## src/rtl/pmp_pkg.sv

```systemverilog
// Shared definitions for the PMP CSR responder.
// Contents: CSR window constants, CSR funct3 encodings, pmpcfg field
// positions and address-matching modes, responder FSM states, and the
// per-byte WARL filter applied to pmpcfg writes.
package pmp_pkg;

   localparam int unsigned PMPCFG_BASE  = 32'h3A0;
   localparam int unsigned PMPADDR_BASE = 32'h3B0;
   localparam int unsigned PMP_LAST     = 32'h3EF;

   typedef enum logic [2:0] {
      F3_ILL0 = 3'b000,
      F3_RW   = 3'b001,
      F3_RS   = 3'b010,
      F3_RC   = 3'b011,
      F3_ILL1 = 3'b100,
      F3_RWI  = 3'b101,
      F3_RSI  = 3'b110,
      F3_RCI  = 3'b111
   } csr_funct3_e;

   localparam int CFG_R    = 0;
   localparam int CFG_W    = 1;
   localparam int CFG_X    = 2;
   localparam int CFG_A_LO = 3;
   localparam int CFG_A_HI = 4;
   localparam int CFG_L    = 7;

   // Bits 6:5 of every cfg byte are reserved and always stored as zero.
   localparam logic [7:0] CFG_WMASK = 8'h9F;

   typedef enum logic [1:0] {
      A_OFF   = 2'b00,
      A_TOR   = 2'b01,
      A_NA4   = 2'b10,
      A_NAPOT = 2'b11
   } pmp_a_e;

   typedef enum logic {
      S_IDLE = 1'b0,
      S_RESP = 1'b1
   } pmp_state_e;

   // A locked byte never changes; the reserved R=0/W=1 combination is
   // rejected by keeping the previous byte.
   function automatic logic [7:0] cfg_warl(logic [7:0] old_b, logic [7:0] new_b);
      if (old_b[CFG_L] || (!new_b[CFG_R] && new_b[CFG_W]))
         return old_b;
      return new_b & CFG_WMASK;
   endfunction

endpackage

```

## src/rtl/pmp_csr_regfile_if.sv

```systemverilog
// CSR bus port between the issuer (master) and the PMP responder (slave).
// Request: pmp_reg_en strobe, pmp_reg_op {read, write}, pmp_funct3,
// pmp_csr_imm, pmp_rs1_val, pmp_addr. Response: pmp_rdata, pmp_rvalid,
// pmp_act_rsp, acknowledged by pmp_rrsp.
interface pmp_csr_regfile_if #(
   parameter int ADDR_WIDTH = 32,
   parameter int REG_WIDTH  = 32
);
   logic                  pmp_reg_en;
   logic [1:0]            pmp_reg_op;
   logic [2:0]            pmp_funct3;
   logic [4:0]            pmp_csr_imm;
   logic [REG_WIDTH-1:0]  pmp_rs1_val;
   logic [ADDR_WIDTH-1:0] pmp_addr;
   logic                  pmp_rrsp;
   logic [ADDR_WIDTH-1:0] pmp_rdata;
   logic                  pmp_rvalid;
   logic                  pmp_act_rsp;

   modport master (
      output pmp_reg_en, pmp_reg_op, pmp_funct3, pmp_csr_imm, pmp_rs1_val,
             pmp_addr, pmp_rrsp,
      input  pmp_rdata, pmp_rvalid, pmp_act_rsp
   );

   modport slave (
      input  pmp_reg_en, pmp_reg_op, pmp_funct3, pmp_csr_imm, pmp_rs1_val,
             pmp_addr, pmp_rrsp,
      output pmp_rdata, pmp_rvalid, pmp_act_rsp
   );
endinterface

```

## src/rtl/pmp_csr_alu.sv

```systemverilog
// Combinational CSR read-modify-write datapath.
// Ports: funct3 / csr_imm / rs1_val select the operand and operation,
// old_val is the current CSR value, new_val the value to write,
// illegal flags the reserved funct3 encodings 000 and 100.
module pmp_csr_alu
   import pmp_pkg::*;
#(
   parameter int REG_WIDTH = 32
) (
   input  logic [2:0]           funct3,
   input  logic [4:0]           csr_imm,
   input  logic [REG_WIDTH-1:0] rs1_val,
   input  logic [REG_WIDTH-1:0] old_val,
   output logic [REG_WIDTH-1:0] new_val,
   output logic                 illegal
);

   logic [REG_WIDTH-1:0] operand;

   always_comb begin
      operand = funct3[2] ? REG_WIDTH'(csr_imm) : rs1_val;
      new_val = old_val;
      illegal = 1'b0;
      case (csr_funct3_e'(funct3))
         F3_RW, F3_RWI: new_val = operand;
         F3_RS, F3_RSI: new_val = old_val | operand;
         F3_RC, F3_RCI: new_val = old_val & ~operand;
         default:       illegal = 1'b1;
      endcase
   end

endmodule

```

## src/rtl/pmp_csr_regfile.sv

```systemverilog
// PMP CSR responder: holds pmpcfg/pmpaddr, executes CSR accesses and
// returns one registered response per request, held until pmp_rrsp.
// Ports: clk, rst (async, active high), bus (slave side of the CSR port),
// pmp_cfg_o (cfg byte i at [8i+7:8i]), pmp_addr_o (pmpaddr i).
//
// state  | meaning
// S_IDLE | waiting for pmp_reg_en; request executes on the accepting edge
// S_RESP | response valid and stable until pmp_rrsp
module pmp_csr_regfile
   import pmp_pkg::*;
#(
   parameter int ADDR_WIDTH  = 32,
   parameter int REG_WIDTH   = 32,
   parameter int PMP_ENTRIES = 16
) (
   input  logic                             clk,
   input  logic                             rst,
   pmp_csr_regfile_if.slave                 bus,
   output logic [PMP_ENTRIES*8-1:0]         pmp_cfg_o,
   output logic [PMP_ENTRIES*REG_WIDTH-1:0] pmp_addr_o
);

   localparam int CFG_REGS = PMP_ENTRIES / 4;

   pmp_state_e            state_q, state_d;
   logic [7:0]            cfg_q  [PMP_ENTRIES];
   logic [REG_WIDTH-1:0]  addr_q [PMP_ENTRIES];
   logic [REG_WIDTH-1:0]  old_val, new_val;
   logic                  f3_illegal, in_window, illegal;
   logic                  accept, ack, wr_en;
   logic [PMP_ENTRIES-1:0] addr_locked;
   logic [ADDR_WIDTH-1:0] rdata_q;
   logic                  act_q;

   pmp_csr_alu #(.REG_WIDTH(REG_WIDTH)) u_alu (
      .funct3  (bus.pmp_funct3),
      .csr_imm (bus.pmp_csr_imm),
      .rs1_val (bus.pmp_rs1_val),
      .old_val (old_val),
      .new_val (new_val),
      .illegal (f3_illegal)
   );

   always_comb begin
      in_window = (bus.pmp_addr >= ADDR_WIDTH'(PMPCFG_BASE)) &&
                  (bus.pmp_addr <= ADDR_WIDTH'(PMP_LAST));
      illegal   = !in_window || f3_illegal;
      accept    = (state_q == S_IDLE) && bus.pmp_reg_en;
      ack       = (state_q == S_RESP) && bus.pmp_rrsp;
      wr_en     = accept && bus.pmp_reg_op[0] && !illegal;
   end

   // Only implemented registers decode; anything else in the window reads 0.
   always_comb begin
      old_val = '0;
      for (int k = 0; k < CFG_REGS; k++)
         if (bus.pmp_addr == ADDR_WIDTH'(PMPCFG_BASE + k))
            for (int b = 0; b < 4; b++)
               old_val[8*b +: 8] = cfg_q[4*k + b];
      for (int j = 0; j < PMP_ENTRIES; j++)
         if (bus.pmp_addr == ADDR_WIDTH'(PMPADDR_BASE + j))
            old_val = addr_q[j];
   end

   // pmpaddr i is also frozen when entry i+1 is a locked TOR region,
   // since it forms that region's lower bound.
   always_comb begin
      for (int i = 0; i < PMP_ENTRIES; i++)
         addr_locked[i] = cfg_q[i][CFG_L];
      for (int i = 0; i < PMP_ENTRIES - 1; i++)
         if (cfg_q[i+1][CFG_L] && (cfg_q[i+1][CFG_A_HI:CFG_A_LO] == A_TOR))
            addr_locked[i] = 1'b1;
   end

   always_ff @(posedge clk or posedge rst) begin
      if (rst) state_q <= S_IDLE;
      else     state_q <= state_d;
   end

   always_comb begin
      state_d = state_q;
      case (state_q)
         S_IDLE:  if (accept) state_d = S_RESP;
         S_RESP:  if (ack)    state_d = S_IDLE;
         default: state_d = S_IDLE;
      endcase
   end

   always_comb begin
      bus.pmp_rvalid  = (state_q == S_RESP);
      bus.pmp_rdata   = rdata_q;
      bus.pmp_act_rsp = act_q;
   end

   always_ff @(posedge clk or posedge rst) begin
      if (rst) begin
         rdata_q <= '0;
         act_q   <= 1'b0;
      end else if (accept) begin
         rdata_q <= (illegal || !bus.pmp_reg_op[1]) ? '0 : ADDR_WIDTH'(old_val);
         act_q   <= illegal;
      end else if (ack) begin
         rdata_q <= '0;
         act_q   <= 1'b0;
      end
   end

   always_ff @(posedge clk or posedge rst) begin
      if (rst) begin
         for (int i = 0; i < PMP_ENTRIES; i++) begin
            cfg_q[i]  <= '0;
            addr_q[i] <= '0;
         end
      end else if (wr_en) begin
         for (int k = 0; k < CFG_REGS; k++)
            if (bus.pmp_addr == ADDR_WIDTH'(PMPCFG_BASE + k))
               for (int b = 0; b < 4; b++)
                  cfg_q[4*k + b] <= cfg_warl(cfg_q[4*k + b], new_val[8*b +: 8]);
         for (int j = 0; j < PMP_ENTRIES; j++)
            if ((bus.pmp_addr == ADDR_WIDTH'(PMPADDR_BASE + j)) && !addr_locked[j])
               addr_q[j] <= new_val;
      end
   end

   always_comb begin
      for (int i = 0; i < PMP_ENTRIES; i++) begin
         pmp_cfg_o[8*i +: 8]                 = cfg_q[i];
         pmp_addr_o[REG_WIDTH*i +: REG_WIDTH] = addr_q[i];
      end
   end

endmodule

```

## src/flat_wrapper.sv

```systemverilog
// flat-port wrapper written by rule: the top's interface ports become plain ports
module pmp_csr_regfile_flat import pmp_pkg::*;
#(
   parameter int ADDR_WIDTH  = 32,
   parameter int REG_WIDTH   = 32,
   parameter int PMP_ENTRIES = 16
)
  (clk, rst, pmp_cfg_o, pmp_addr_o, bus_pmp_reg_en, bus_pmp_reg_op, bus_pmp_funct3, bus_pmp_csr_imm, bus_pmp_rs1_val, bus_pmp_addr, bus_pmp_rrsp, bus_pmp_rdata, bus_pmp_rvalid, bus_pmp_act_rsp);
  pmp_csr_regfile_if #(.ADDR_WIDTH(ADDR_WIDTH), .REG_WIDTH(REG_WIDTH)) bus_i ();
  input  logic clk;
  input  logic rst;
  output logic [PMP_ENTRIES*8-1:0] pmp_cfg_o;
  output logic [PMP_ENTRIES*REG_WIDTH-1:0] pmp_addr_o;
  input wire logic [$bits(bus_i.pmp_reg_en)-1:0] bus_pmp_reg_en;
  input wire logic [$bits(bus_i.pmp_reg_op)-1:0] bus_pmp_reg_op;
  input wire logic [$bits(bus_i.pmp_funct3)-1:0] bus_pmp_funct3;
  input wire logic [$bits(bus_i.pmp_csr_imm)-1:0] bus_pmp_csr_imm;
  input wire logic [$bits(bus_i.pmp_rs1_val)-1:0] bus_pmp_rs1_val;
  input wire logic [$bits(bus_i.pmp_addr)-1:0] bus_pmp_addr;
  input wire logic [$bits(bus_i.pmp_rrsp)-1:0] bus_pmp_rrsp;
  output wire logic [$bits(bus_i.pmp_rdata)-1:0] bus_pmp_rdata;
  output wire logic [$bits(bus_i.pmp_rvalid)-1:0] bus_pmp_rvalid;
  output wire logic [$bits(bus_i.pmp_act_rsp)-1:0] bus_pmp_act_rsp;
  assign bus_i.pmp_reg_en = bus_pmp_reg_en;
  assign bus_i.pmp_reg_op = bus_pmp_reg_op;
  assign bus_i.pmp_funct3 = bus_pmp_funct3;
  assign bus_i.pmp_csr_imm = bus_pmp_csr_imm;
  assign bus_i.pmp_rs1_val = bus_pmp_rs1_val;
  assign bus_i.pmp_addr = bus_pmp_addr;
  assign bus_i.pmp_rrsp = bus_pmp_rrsp;
  assign bus_pmp_rdata = bus_i.pmp_rdata;
  assign bus_pmp_rvalid = bus_i.pmp_rvalid;
  assign bus_pmp_act_rsp = bus_i.pmp_act_rsp;
  pmp_csr_regfile #(.ADDR_WIDTH(ADDR_WIDTH), .REG_WIDTH(REG_WIDTH), .PMP_ENTRIES(PMP_ENTRIES)) u_core (.clk(clk), .rst(rst), .bus(bus_i), .pmp_cfg_o(pmp_cfg_o), .pmp_addr_o(pmp_addr_o));
endmodule
```

## config.mk

```make
export PLATFORM = sky130hd
export DESIGN_NAME = pmp_csr_regfile_flat
export DESIGN_NICKNAME = d
export VERILOG_FILES = /design/src/rtl/pmp_pkg.sv /design/src/rtl/pmp_csr_regfile_if.sv /design/src/rtl/pmp_csr_alu.sv /design/src/rtl/pmp_csr_regfile.sv /design/src/flat_wrapper.sv
export SDC_FILE = /design/constraint.sdc
export NUM_CORES = 2
export LEC_CHECK = 0
export CORE_MARGIN = 8
export CORE_UTILIZATION = 40
export DETAILED_ROUTE_END_ITERATION = 6
export HOLD_SLACK_MARGIN = 0.03
export PLACE_DENSITY = 0.7
export SETUP_SLACK_MARGIN = 0.1
export SYNTH_ARGS = -nofsm -noshare
export SYNTH_HDL_FRONTEND = slang
export SYNTH_SLANG_ARGS = --single-unit
```

## constraint.sdc

```tcl
create_clock -name clk -period 26.7 [get_ports clk]
set_input_delay 5.34 -clock clk [delete_from_list [all_inputs] [get_ports clk]]
set_output_delay 5.34 -clock clk [all_outputs]
set_load 0.01 [all_outputs]
```

==> impl_metrics.ini <==
[logic_synthesis]
yosysTopAreaCellShare_pct = 52.1
synthCells = 3307
yosys_warnings = 0
synth_flop_cell = dfrtp_1
synth.largest_area_cell = dfrtp_1
netlist_area_sq_um = 30800
synth_seq_cells = 642
avgSynthCellArea_sq_um = 9.32
seq_area_frac_synth_pct = 52.1
synth_edf_count = 0
synth_common_cells = nand2_1, dfrtp_1, o21ai_0, clkbuf_1, a21oi_1
synth_cell_types = 95
synth_area_leaders = dfrtp_1, o21ai_0, nand2_1
yosysMostFrequentCell = nand2_1
async_flop_share_pct = 100

[routing]
ant_nets = 0
drt_iter0_markers = 6063
dr_total_vias = 33300
remaining_drc_errors = 34
firstDrtPassIters = 7
routed_wl_um = 192000
drt-wirelength-per-cell_um = 38.1
avgViaCountPerCell = 6.59

[floorplanning]
rows = 102
pin_count = 752
core_area_sq_um = 76800
initial_core_util_pct = 40.1
die_x_um = 294
die_y_um = 294
die_area_sq_um = 86200

[cells_and_area]
regArea_sq_um = 16100
multi_input_area_sq_um = 13400
nNetsFinal = 4022
fill_cells = 7060
design_area_sq_um = 41500
area_growth_pct = 34.7
layout.cells.non_filler = 5046
layout-drive-gt1-share_pct = 9.40

[setup_path]
rr_startpoint = u_core.pmp_addr_o[217]$_DFFE_PP0P_
crit_arrival_ps = 10900
cp-end-kind = flip-flop
r2r_end = u_core.pmp_cfg_o[88]$_DFFE_PP0P_
reg2reg_setup_slack_ps = 22150
required_ps = 27240
setup.worst_path.start = bus_pmp_addr[26]
cp_max_fo = 29
ff2ff_path_depth = 10
worst-setup-path-type = in -> reg
startpoint_type = input pin

[placement]
hpwl_um = 143000
dpl.cell_count = 4911
io_buffer_count = 719
place_congestion = 1.06
dpl-instance-area_sq_um = 39100

[timing]
tns_ps = 0
clock_skew_ps = 48.7
layout_min_cycle_time_ps = 10360
period_share_pct = 38.8
rsz0062_at_grt = no
relSlewSlack_pct = 1.43
max_freq_mhz = 96.5
hold_violations = 0
setup_violations = 0
slew_violations = 0
tightest_slew_ps = 1470

[worst_hold_path]
hp-class = reg -> reg
hp-start = u_core.bus.pmp_rdata[0]$_DFFE_PP0P_
hold_depth = 2
min_to = u_core.bus.pmp_rdata[0]$_DFFE_PP0P_

[clocking]
cts.clk_slew.worst_paths_ps = 60
cts_resized = 0
root_buffer = clkbuf_16
hold_buffers = 0
cts_setup_buffers = 0
clockBufferDepth = 3
cts_tree = done
cts-buffers-inserted = 71
clk_latency_ps = 640
cts.sinks = 642
cts_max_level = 3

[global_routing]
overflow = 0
first_global_vias = 31200
grt_usage_pct = 42.8
antenna_found_initial = 17
grt_pass1_wl_um = 260000
grt_max_degree = 155

[status]
status = finished with violations
violations = design-rule violations, max-capacitance violations

[power_and_ir_drop]
powerDensity_nw_per_um2 = 51.9
clkPwrFrac_pct = 48.3
switching_share_pct = 25.4
p_leak_nw = 17.4
power.internal_w = 0.00161
power.net_switching_w = 0.000549
share_comb_of_total_power_pct = 6.6
vdd_drop_max_mv = 0.0412
pwr-share-seq_pct = 45.2

[run]
cap_violations = 1
power groups by stage:
stage                     combinational (W)  clock (W)  sequential [W]
after floorplan                   0.0000691          0        0.000993
after global placement             0.000133          0        0.000992
after detailed placement           0.000134          0        0.000992
after CTS                          0.000134    0.00103        0.000974
after global routing               0.000143    0.00107        0.000974
final                              0.000142    0.00104        0.000974
stage by stage:
| step | hold slack (ps) | setup slack [ps] | utilization (%) | power [W] |
|---|---|---|---|---|
| 2_1_floorplan | 516 | 3370 | - | 0.00106 |
| 5_1_grt | 508 | 16310 | 54.1 | 0.00219 |
| 3_3_place_gp | 466 | 16080 | 50.9 | 0.00113 |
| 4_1_cts | 483 | 16650 | 54.0 | 0.00214 |
| 6_report | 483 | 16340 | 54.1 | 0.00216 |
| 3_5_place_dp | 470 | 16010 | 50.9 | 0.00113 |
state kept, by name (all words and copies together), names as in the netlist:
name                    count
u_core.pmp_addr_o         512
u_core.pmp_cfg_o           96
u_core.bus.pmp_rvalid       1
u_core.bus.pmp_act_rsp      1
u_core.bus.pmp_rdata       32
placed cells by master (no fill, tap or decap), types with 45 or more instances in the layout:
| master | count |
|---|---|
| nor3_1 | 54 |
| clkdlybuf4s50_1 | 716 |
| nand3_1 | 47 |
| o21ai_0 | 510 |
| dfrtp_1 | 642 |
| a21oi_1 | 117 |
| clkbuf_16 | 76 |
| mux2_2 | 48 |
| nand2_1 | 646 |
| inv_1 | 54 |
| o21ai_1 | 73 |
| o22ai_1 | 45 |
| nor2_1 | 110 |
| mux2i_1 | 67 |
| buf_4 | 117 |
| a22oi_1 | 61 |
logic make-up after synthesis:
logic type             share of synthesized area, %
AO/OA/AOI/OAI                                  23.4
AND/OR/NAND/NOR                                14.3
buffers and inverters                          5.30
XOR/XNOR                                     0.0852
flip-flops                                     52.1
other                                        0.0122
multiplexers                                   4.77
per-layer routing:
layer / GRT usage (%) / vias up / share of wire, %
li1: - / 13100 / -
met1: 50.7 / 16100 / 34
met2: 61.8 / 3168 / 41
met3: 19.9 / 823 / 16
met4: 28.8 / 6 / 9.0
met5: 0.340 / - / 0.022
worst max-delay path by stage:
stage | endpoint | slack, ps | depth (start not counted)
floorplan | u_core.bus.pmp_act_rsp$_DFFE_PP0P_ | 3370 | 1
global placement | u_core.pmp_addr_o[442]$_DFFE_PP0P_ | 16080 | 9
detailed placement | u_core.pmp_addr_o[218]$_DFFE_PP0P_ | 16010 | 10
CTS | u_core.pmp_addr_o[439]$_DFFE_PP0P_ | 16650 | 9
global route | u_core.pmp_addr_o[218]$_DFFE_PP0P_ | 16310 | 10
finish | u_core.pmp_addr_o[314]$_DFFE_PP0P_ | 16340 | 10
critical path, cell delays in order:
cell             delay (ps)
clkdlybuf4s50_1         400
nor4_1                  340
nand4_1                 760
nor2_4                  680
buf_4                   550
nand2_1                 330
or4_1                   890
a21o_1                  350
o22ai_4                 880
mux2_2                  310
layout make-up:
class	count	area share, %
clock buffer	98	4.99
sequential	642	38.7
antenna	7	0.0422
clock inverter	30	0.819
inverter	59	0.557
tap	1040	3.13
multi-input combinational	2334	32.3
timing repair buffer	836	19.4
Note: power is estimated with default switching activity, not from simulation.
